[src/rtl/irq_ctrl.sv]
// irq_ctrl: six-source prioritised interrupt controller driving CP0 HWInt[5:0].
// Define IRQ_CTRL_NEST_EN to let strictly higher-priority sources preempt an in-service one.
module irq_ctrl #(
    parameter int unsigned SYNC_STAGES = 2
) (
    input  logic        clk,
    input  logic        reset,
    input  logic [5:0]  src_in,
    input  logic        we,
    input  logic [4:0]  addr,
    input  logic [31:0] wdata,
    output logic [31:0] rdata,
    input  logic        int_ack,
    output logic [5:0]  hw_int,
    output logic [2:0]  vector
);
    localparam int unsigned NSRC   = 6;
    localparam int unsigned SYNC_W = SYNC_STAGES * NSRC;

    localparam logic [2:0] REG_PEND   = 3'd0;
    localparam logic [2:0] REG_ENABLE = 3'd1;
    localparam logic [2:0] REG_EDGE   = 3'd2;
    localparam logic [2:0] REG_ISR    = 3'd3;
    localparam logic [2:0] REG_VECTOR = 3'd4;
    localparam logic [2:0] VEC_NONE   = 3'd7;

    logic [SYNC_W-1:0] sync_q;
    logic [NSRC-1:0]   s_hist_q;
    logic [NSRC-1:0]   pend_q, pend_d;
    logic [NSRC-1:0]   enable_q, enable_d;
    logic [NSRC-1:0]   edge_mode_q, edge_mode_d;
    logic [NSRC-1:0]   isr_q, isr_d;
    logic [2:0]        vector_q, vector_d;
    logic              valid_q, valid_d;

    logic [NSRC-1:0]   s, pend, active, eligible, isr_low, ack_oh, rise, w1c;
    logic [2:0]        reg_sel;
    logic              eoi;
    logic              unused_bits;

    function automatic logic [2:0] lowest_id(input logic [NSRC-1:0] v);
        logic [2:0] id;
        id = VEC_NONE;
        for (int i = NSRC - 1; i >= 0; i--) begin
            if (v[i]) id = 3'(i);
        end
        return id;
    endfunction

    assign s           = sync_q[SYNC_W-1 -: NSRC];
    assign reg_sel     = addr[4:2];
    assign unused_bits = ^{addr[1:0], wdata[31:NSRC]};

    // Level-mode bits expose the synchronised line directly; edge-mode bits expose the latch.
    always_comb begin
        pend     = (edge_mode_q & pend_q) | (~edge_mode_q & s);
        active   = pend & enable_q & ~isr_q;
        isr_low  = isr_q & (~isr_q + NSRC'(1));
`ifdef IRQ_CTRL_NEST_EN
        // Mask below the highest-priority in-service bit; all ones when nothing is in service.
        eligible = active & (isr_low - NSRC'(1));
`else
        eligible = (isr_q == '0) ? active : '0;
`endif
        ack_oh   = int_ack ? (eligible & (~eligible + NSRC'(1))) : '0;
    end

    always_comb begin
        rise        = s & ~s_hist_q;
        w1c         = (we && reg_sel == REG_PEND) ? wdata[NSRC-1:0] : '0;
        eoi         = we && reg_sel == REG_VECTOR;
        enable_d    = enable_q;
        edge_mode_d = edge_mode_q;
        vector_d    = vector_q;
        valid_d     = valid_q;

        // A fresh edge wins over both W1C and ack clears.
        pend_d = edge_mode_q & ((pend_q & ~w1c & ~ack_oh) | rise);
        isr_d  = (eoi ? (isr_q & ~isr_low) : isr_q) | ack_oh;

        if (we && reg_sel == REG_ENABLE) enable_d    = wdata[NSRC-1:0];
        if (we && reg_sel == REG_EDGE)   edge_mode_d = wdata[NSRC-1:0];

        if (int_ack) begin
            if (ack_oh != '0) begin
                vector_d = lowest_id(ack_oh);
                valid_d  = 1'b1;
            end else begin
                vector_d = VEC_NONE;
                valid_d  = 1'b0;
            end
        end
    end

    always_ff @(posedge clk) begin
        if (reset) begin
            sync_q      <= '0;
            s_hist_q    <= '0;
            pend_q      <= '0;
            enable_q    <= '0;
            edge_mode_q <= '0;
            isr_q       <= '0;
            vector_q    <= VEC_NONE;
            valid_q     <= 1'b0;
        end else begin
            sync_q      <= {sync_q[SYNC_W-NSRC-1:0], src_in};
            s_hist_q    <= s;
            pend_q      <= pend_d;
            enable_q    <= enable_d;
            edge_mode_q <= edge_mode_d;
            isr_q       <= isr_d;
            vector_q    <= vector_d;
            valid_q     <= valid_d;
        end
    end

    always_comb begin
        rdata = '0;
        case (reg_sel)
            REG_PEND:   rdata = 32'(pend);
            REG_ENABLE: rdata = 32'(enable_q);
            REG_EDGE:   rdata = 32'(edge_mode_q);
            REG_ISR:    rdata = 32'(isr_q);
            REG_VECTOR: rdata = {valid_q, 28'd0, vector_q};
            default:    rdata = '0;
        endcase
    end

    assign hw_int = eligible;
    assign vector = vector_q;

endmodule

[config.mk]
export PLATFORM = sky130hd
export DESIGN_NAME = irq_ctrl
export DESIGN_NICKNAME = d
export VERILOG_FILES = /design/src/rtl/irq_ctrl.sv
export SDC_FILE = /design/constraint.sdc
export NUM_CORES = 1
export LEC_CHECK = 0
export BUFFER_PORTS_ARGS = -buffer_cell sky130_fd_sc_hd__buf_2
export CORE_MARGIN = 8
export CORE_UTILIZATION = 45
export DETAILED_ROUTE_END_ITERATION = 10
export PLACE_DENSITY_LB_ADDON = 0.05
export SYNTH_ARGS = -nofsm -noshare
export SYNTH_HDL_FRONTEND = slang
export SYNTH_SLANG_ARGS = --single-unit
export TNS_END_PERCENT = 100
[constraint.sdc]
create_clock -name clk -period 1.95 [get_ports clk]
set_input_delay 0.39 -clock clk [delete_from_list [all_inputs] [get_ports clk]]
set_output_delay 0.39 -clock clk [all_outputs]
set_load 0.05 [all_outputs]
# Word-level counts from Yosys, hierarchy flattened

Index checks and enable logic that the tools add are counted.
W data, S select, Z words.

Output and inout bits: 41
Input bits: 47
RAM bits: 0
Latch bits: 0
Memories: 0
Bits in registers: 46
Memory bits (read-only): 0

Reduce and logical (&&, ||, !) cells: 7
Shifts and indexed selects: 0
Equal/unequal tests: 4
Bitwise operators: 21
Multiply operators: 0
$add $sub $neg: 2
Multiplexer cells: 13
Divide/modulo/power cells: 0
Order comparisons: 0

Operators with widths:

| operator              | count |
|---|---|
| $pmux W32 S5          | 1 |
| $and A6 B6 Y6         | 11 |
| $not A6 Y6            | 7 |
| $mux W6               | 4 |
| $mux W3               | 6 |
| $or A6 B6 Y6          | 3 |
| $add A6 B1 Y6 const B | 2 |
| $eq A3 B2 Y1 const B  | 2 |
| $logic_not A6 Y1      | 1 |
| $reduce_bool A6 Y1    | 1 |
| $logic_and A1 B1 Y1   | 4 |
| $eq A3 B1 Y1 const B  | 1 |
| $eq A3 B3 Y1 const B  | 1 |
| $logic_not A3 Y1      | 1 |
| $mux W2               | 1 |
| $mux W1               | 1 |

# Logic depth before layout (Yosys ltp)

Depth after elaboration: 17
Gate-level depth with buffers: 6

# Worst setup path after synthesis

Ideal clock, no wire load.

Kind: input -> output
Start: input port addr[3]
End: output port rdata[2]
Arrival time: 2.140 ns
Slack: -0.580 ns
Required time: 1.560 ns
Cell stages on the path: 5
Cell sequence: buf_4 > or3b_1 > a21oi_1 > a21oi_1 > o21ai_0

Longest elaborated chain between the ends: 2
Elaborated cells between the ends (all ways): 6

RTL lines:

| item                                       | RTL line | RTL |
|---|---|---|
| start, declared                            | 10       | `input logic [4:0] addr,` |
| $eq A3 B3 Y1, or another cell as far along | 119      | `case (reg_sel)` |
| $pmux W32 S5 *                             | 119      |  |
| end, declared                              | 12       | `output logic [31:0] rdata,` |

Mark *: on every way between the ends. The rest lies on a longest branch, timed or not.

# Worst setup path after layout

Start: register edge_mode_q[2]
End: output port rdata[2]

Longest elaborated chain between the ends: 4
Elaborated cells between the ends (all ways): 5

RTL lines:

| item                   | RTL line | RTL |
|---|---|---|
| start, declared        | 31       | `logic [NSRC-1:0] edge_mode_q, edge_mode_d;` |
| start signal, assigned | 110      | `edge_mode_q <= edge_mode_d;` |
| $not A6 Y6             | 56       | `pend = (edge_mode_q & pend_q) \| (~edge_mode_q & s);` |
| $and A6 B6 Y6          | 56       |  |
| $or A6 B6 Y6           | 56       |  |
| $pmux W32 S5 *         | 119      |  |

Marked as above.

==> summary.txt <==
Placement
  – Placed Cells: 369
  – Port Buffers: 34
  – Dpl hpwl: 4339 um
  – DP Area: 0.002665 mm^2
  – Routability Congestion: 0.8091

Pwr
  – Cell Pwr Density: 656.5 mW/mm^2
  – Maximum VDD drop: 0.4259 mV
  – Pint: 1296 uW
  – Leakage: 0.001104 uW
  – Clock network fraction of design power: 30.9%
  – Switch share: 30.69%
  – Reg power frac: 52.2%
  – Comb pwr share: 16.9%
  – Sw Pwr: 574.0 uW

Yosys
  – Top cells by area, synth: dfxtp_1, buf_4, mux2i_1
  – Yosys top cell by area: dfxtp_1
  – Mapped Area: 0.002421 mm^2
  – Seq cells post-synth: 46
  – Yosys top cell area share: 38.04%
  – Ys flop type: dfxtp_1
  – Post-Syn Instances: 263
  – Synth async-reset ratio: 0%
  – EDFF count, synth: 0
  – Synthesis Warnings: 0
  – Seq/Total Area, Yosys: 38.04%
  – Yosys cell types: 48
  – Syn_area_per_cell: 9.206 um^2

Drt
  – Post-Route WL: 5810 um
  – DRC: 0
  – Initial DRC count: 85
  – Routed vias/inst: 5.166
  – DRT Pass-1 Iters: 4
  – WL/cell: 15.33 um
  – Post-route ant nets: 0
  – Vias post-DR: 1958

Clocking
  – Hold_buf cts: 0
  – Reg clk slew, reported paths: 0.09 ns
  – Max clock buf depth: 2
  – Total clock sinks: 46
  – CTS tree: done
  – H-tree levels: 2
  – CTS Buf Count: 5
  – Worst-Skew Late Latency: 0.30 ns
  – Clock root buffer: clkbuf_8

Worst setup path
  – Crit path arrival time: 1.57 ns
  – Critical path capture point type: output port
  – CP most frequent cell: a21oi_1
  – Startpoint types: register
  – Critical path peak fanout: 4
  – Worst path cell trace: or3b_1, a21oi_1, a21oi_1, o21ai_1, buf_6
  – Worst EP required: 1.56 ns
  – Buf/Inv on CP: 1
  – Critical path type: register to output port
  – Max incr delay on CP: 0.36 ns
  – Critical Path Slowest Stage Cell: dfxtp_4
  – CP delay by family, top: compound AO/OA/AOI/OAI gates

Flow run
  – Maxcap violations: 0

Floorplanning
  – Chip Height: 89.35 um
  – Starting density of the core: 47.10%
  – # IOs: 88
  – CORE AREA: 0.005140 mm^2
  – Die ar.: 0.007983 mm^2
  – # rows: 26
  – Die width: 89.35 um

Final layout
  – Antenna Cells: 0
  – Most common cell after layout, fill and taps aside: dfxtp_1
  – Fin nets: 355
  – Fin util: 55.43%
  – Area Growth Syn to Fin: 17.67%
  – Final non-filler cell total: 379
  – Commonest non-fill, non-tap cells in the layout: dfxtp_1, buf_2, nor2_1, conb_1
  – Share of layout cells above drive strength 1: 29.45%
  – Post-route cell area: 0.002849 mm^2

STA
  – Min Tclk post-route: 1.956 ns
  – Tightest Pin Transition: 0.6165 ns
  – Final period utilization: 100.3%
  – Final setup fails: 1
  – Slew headroom: 58.90%
  – Unrepaired setup endpoints after global routing: true
  – Max frequency: 511.4 MHz
  – Setup slack after layout: -0.005593 ns
  – Worst Skew: 0.004779 ns
  – Worst hold slack: 0.2940 ns
  – Fin Setup TNS: -0.005593 ns
  – Final hold violation count: 0
  – Fin. max-slew vios: 0

Global routing
  – Grt total ovfl: 0
  – First-pass GRT wire length: 9080 um
  – Vias in the first global route: 1805
  – Total GRT Usage: 14.89%
  – Initial antenna violation count: 0
  – Largest net degree at the start of global routing: 38

Hold path
  – Min-delay worst type: primary input to register

Run status
  – Failing checks: negative setup slack
  – Status: complete, but fails checks
[kinds of logic after synthesis]
group                  after synthesis  share of synthesized area [%]
flip-flops                          46                          38.04
AND/OR/NAND/NOR                     98                          24.55
buffers and inverters               40                          10.59
AO/OA/AOI/OAI                       54                          16.38
other                                1                         0.1549
multiplexers                        24                          10.28
[power by group through the flow]
stage | registers (uW) | logic [uW] | clock network [uW]
after floorplan | 1000 | 272 | 0
after global placement | 998 | 308 | 0
after detailed placement | 998 | 308 | 0
after CTS | 976 | 312 | 602
after global routing | 980 | 337 | 648
final | 976 | 316 | 578
[cell usage after synthesis, types with 2 or more instances]
library cell   n
a221o_1        2
clkbuf_1       5
o21ai_0       11
or2_2          2
o31ai_1        2
nand4_1        2
o21a_1         3
buf_2          4
a32o_1         2
dfxtp_1       46
a21oi_1       13
o311ai_0       2
o21ai_1        2
nand4b_1       3
or4bb_1        2
buf_4         27
and2_1         2
a211oi_1      10
inv_1          4
nor2_1        27
nor2b_1       19
nand2_1       13
and3_1         3
nand2b_1      12
mux2i_1       19
mux2_2         4
[state kept, by name (all words and copies together), names as in the netlist]
register	flops
isr_q	6
s_hist_q	6
vector	3
edge_mode_q	6
sync_q	12
valid_q	1
enable_q	6
pend_q	6
[per-layer routing]
layer,track usage (%),up-vias,part of all wire (%)
met5,0,-,0
met4,5.136,0,0.81
met3,4.320,5,7.7
met2,23.43,61,47
met1,18.87,924,44
li1,-,968,-
[path summary, 6_finish.rpt]
check	startpoint	to	slack (ns)	cells after the start
hold reg to reg	sync_q[2]	sync_q[8]	0.44	1
setup reg to reg	edge_mode_q[0]	pend_q[4]	0.18	4
setup / recovery	edge_mode_q[2]	rdata[2]	-0.006	5
hold / removal	src_in[0]	sync_q[0]	0.29	2
[what timing repair did]
action | in CTS | in global routing
gates resized for setup | 12 | 18
gates cloned | 0 | 0
buffers inserted | 1 | 1
endpoints found under the setup margin | 7 | 9
pin swaps | 3 | 4
[layout make-up]
cell class	instances	area (um^2)
clock buffers	5	68.82
clock inverters	3	21.27
fillers	521	2291
inverters	4	15.01
multi-input cells	201	1388
flip-flops and latches	46	930.9
well taps	70	87.58
repair buffers	50	337.8
[metrics by stage]
stage	total power, uW	setup WS, ns
4_1_cts	1890	-0.04247
3_5_place_dp	1307	0.01929
3_3_place_gp	1306	0.006410
5_1_grt	1964	-0.07084
6_report	1870	-0.005593
2_1_floorplan	1274	-0.2046
No activity file was read; power rests on OpenSTA's default activity.
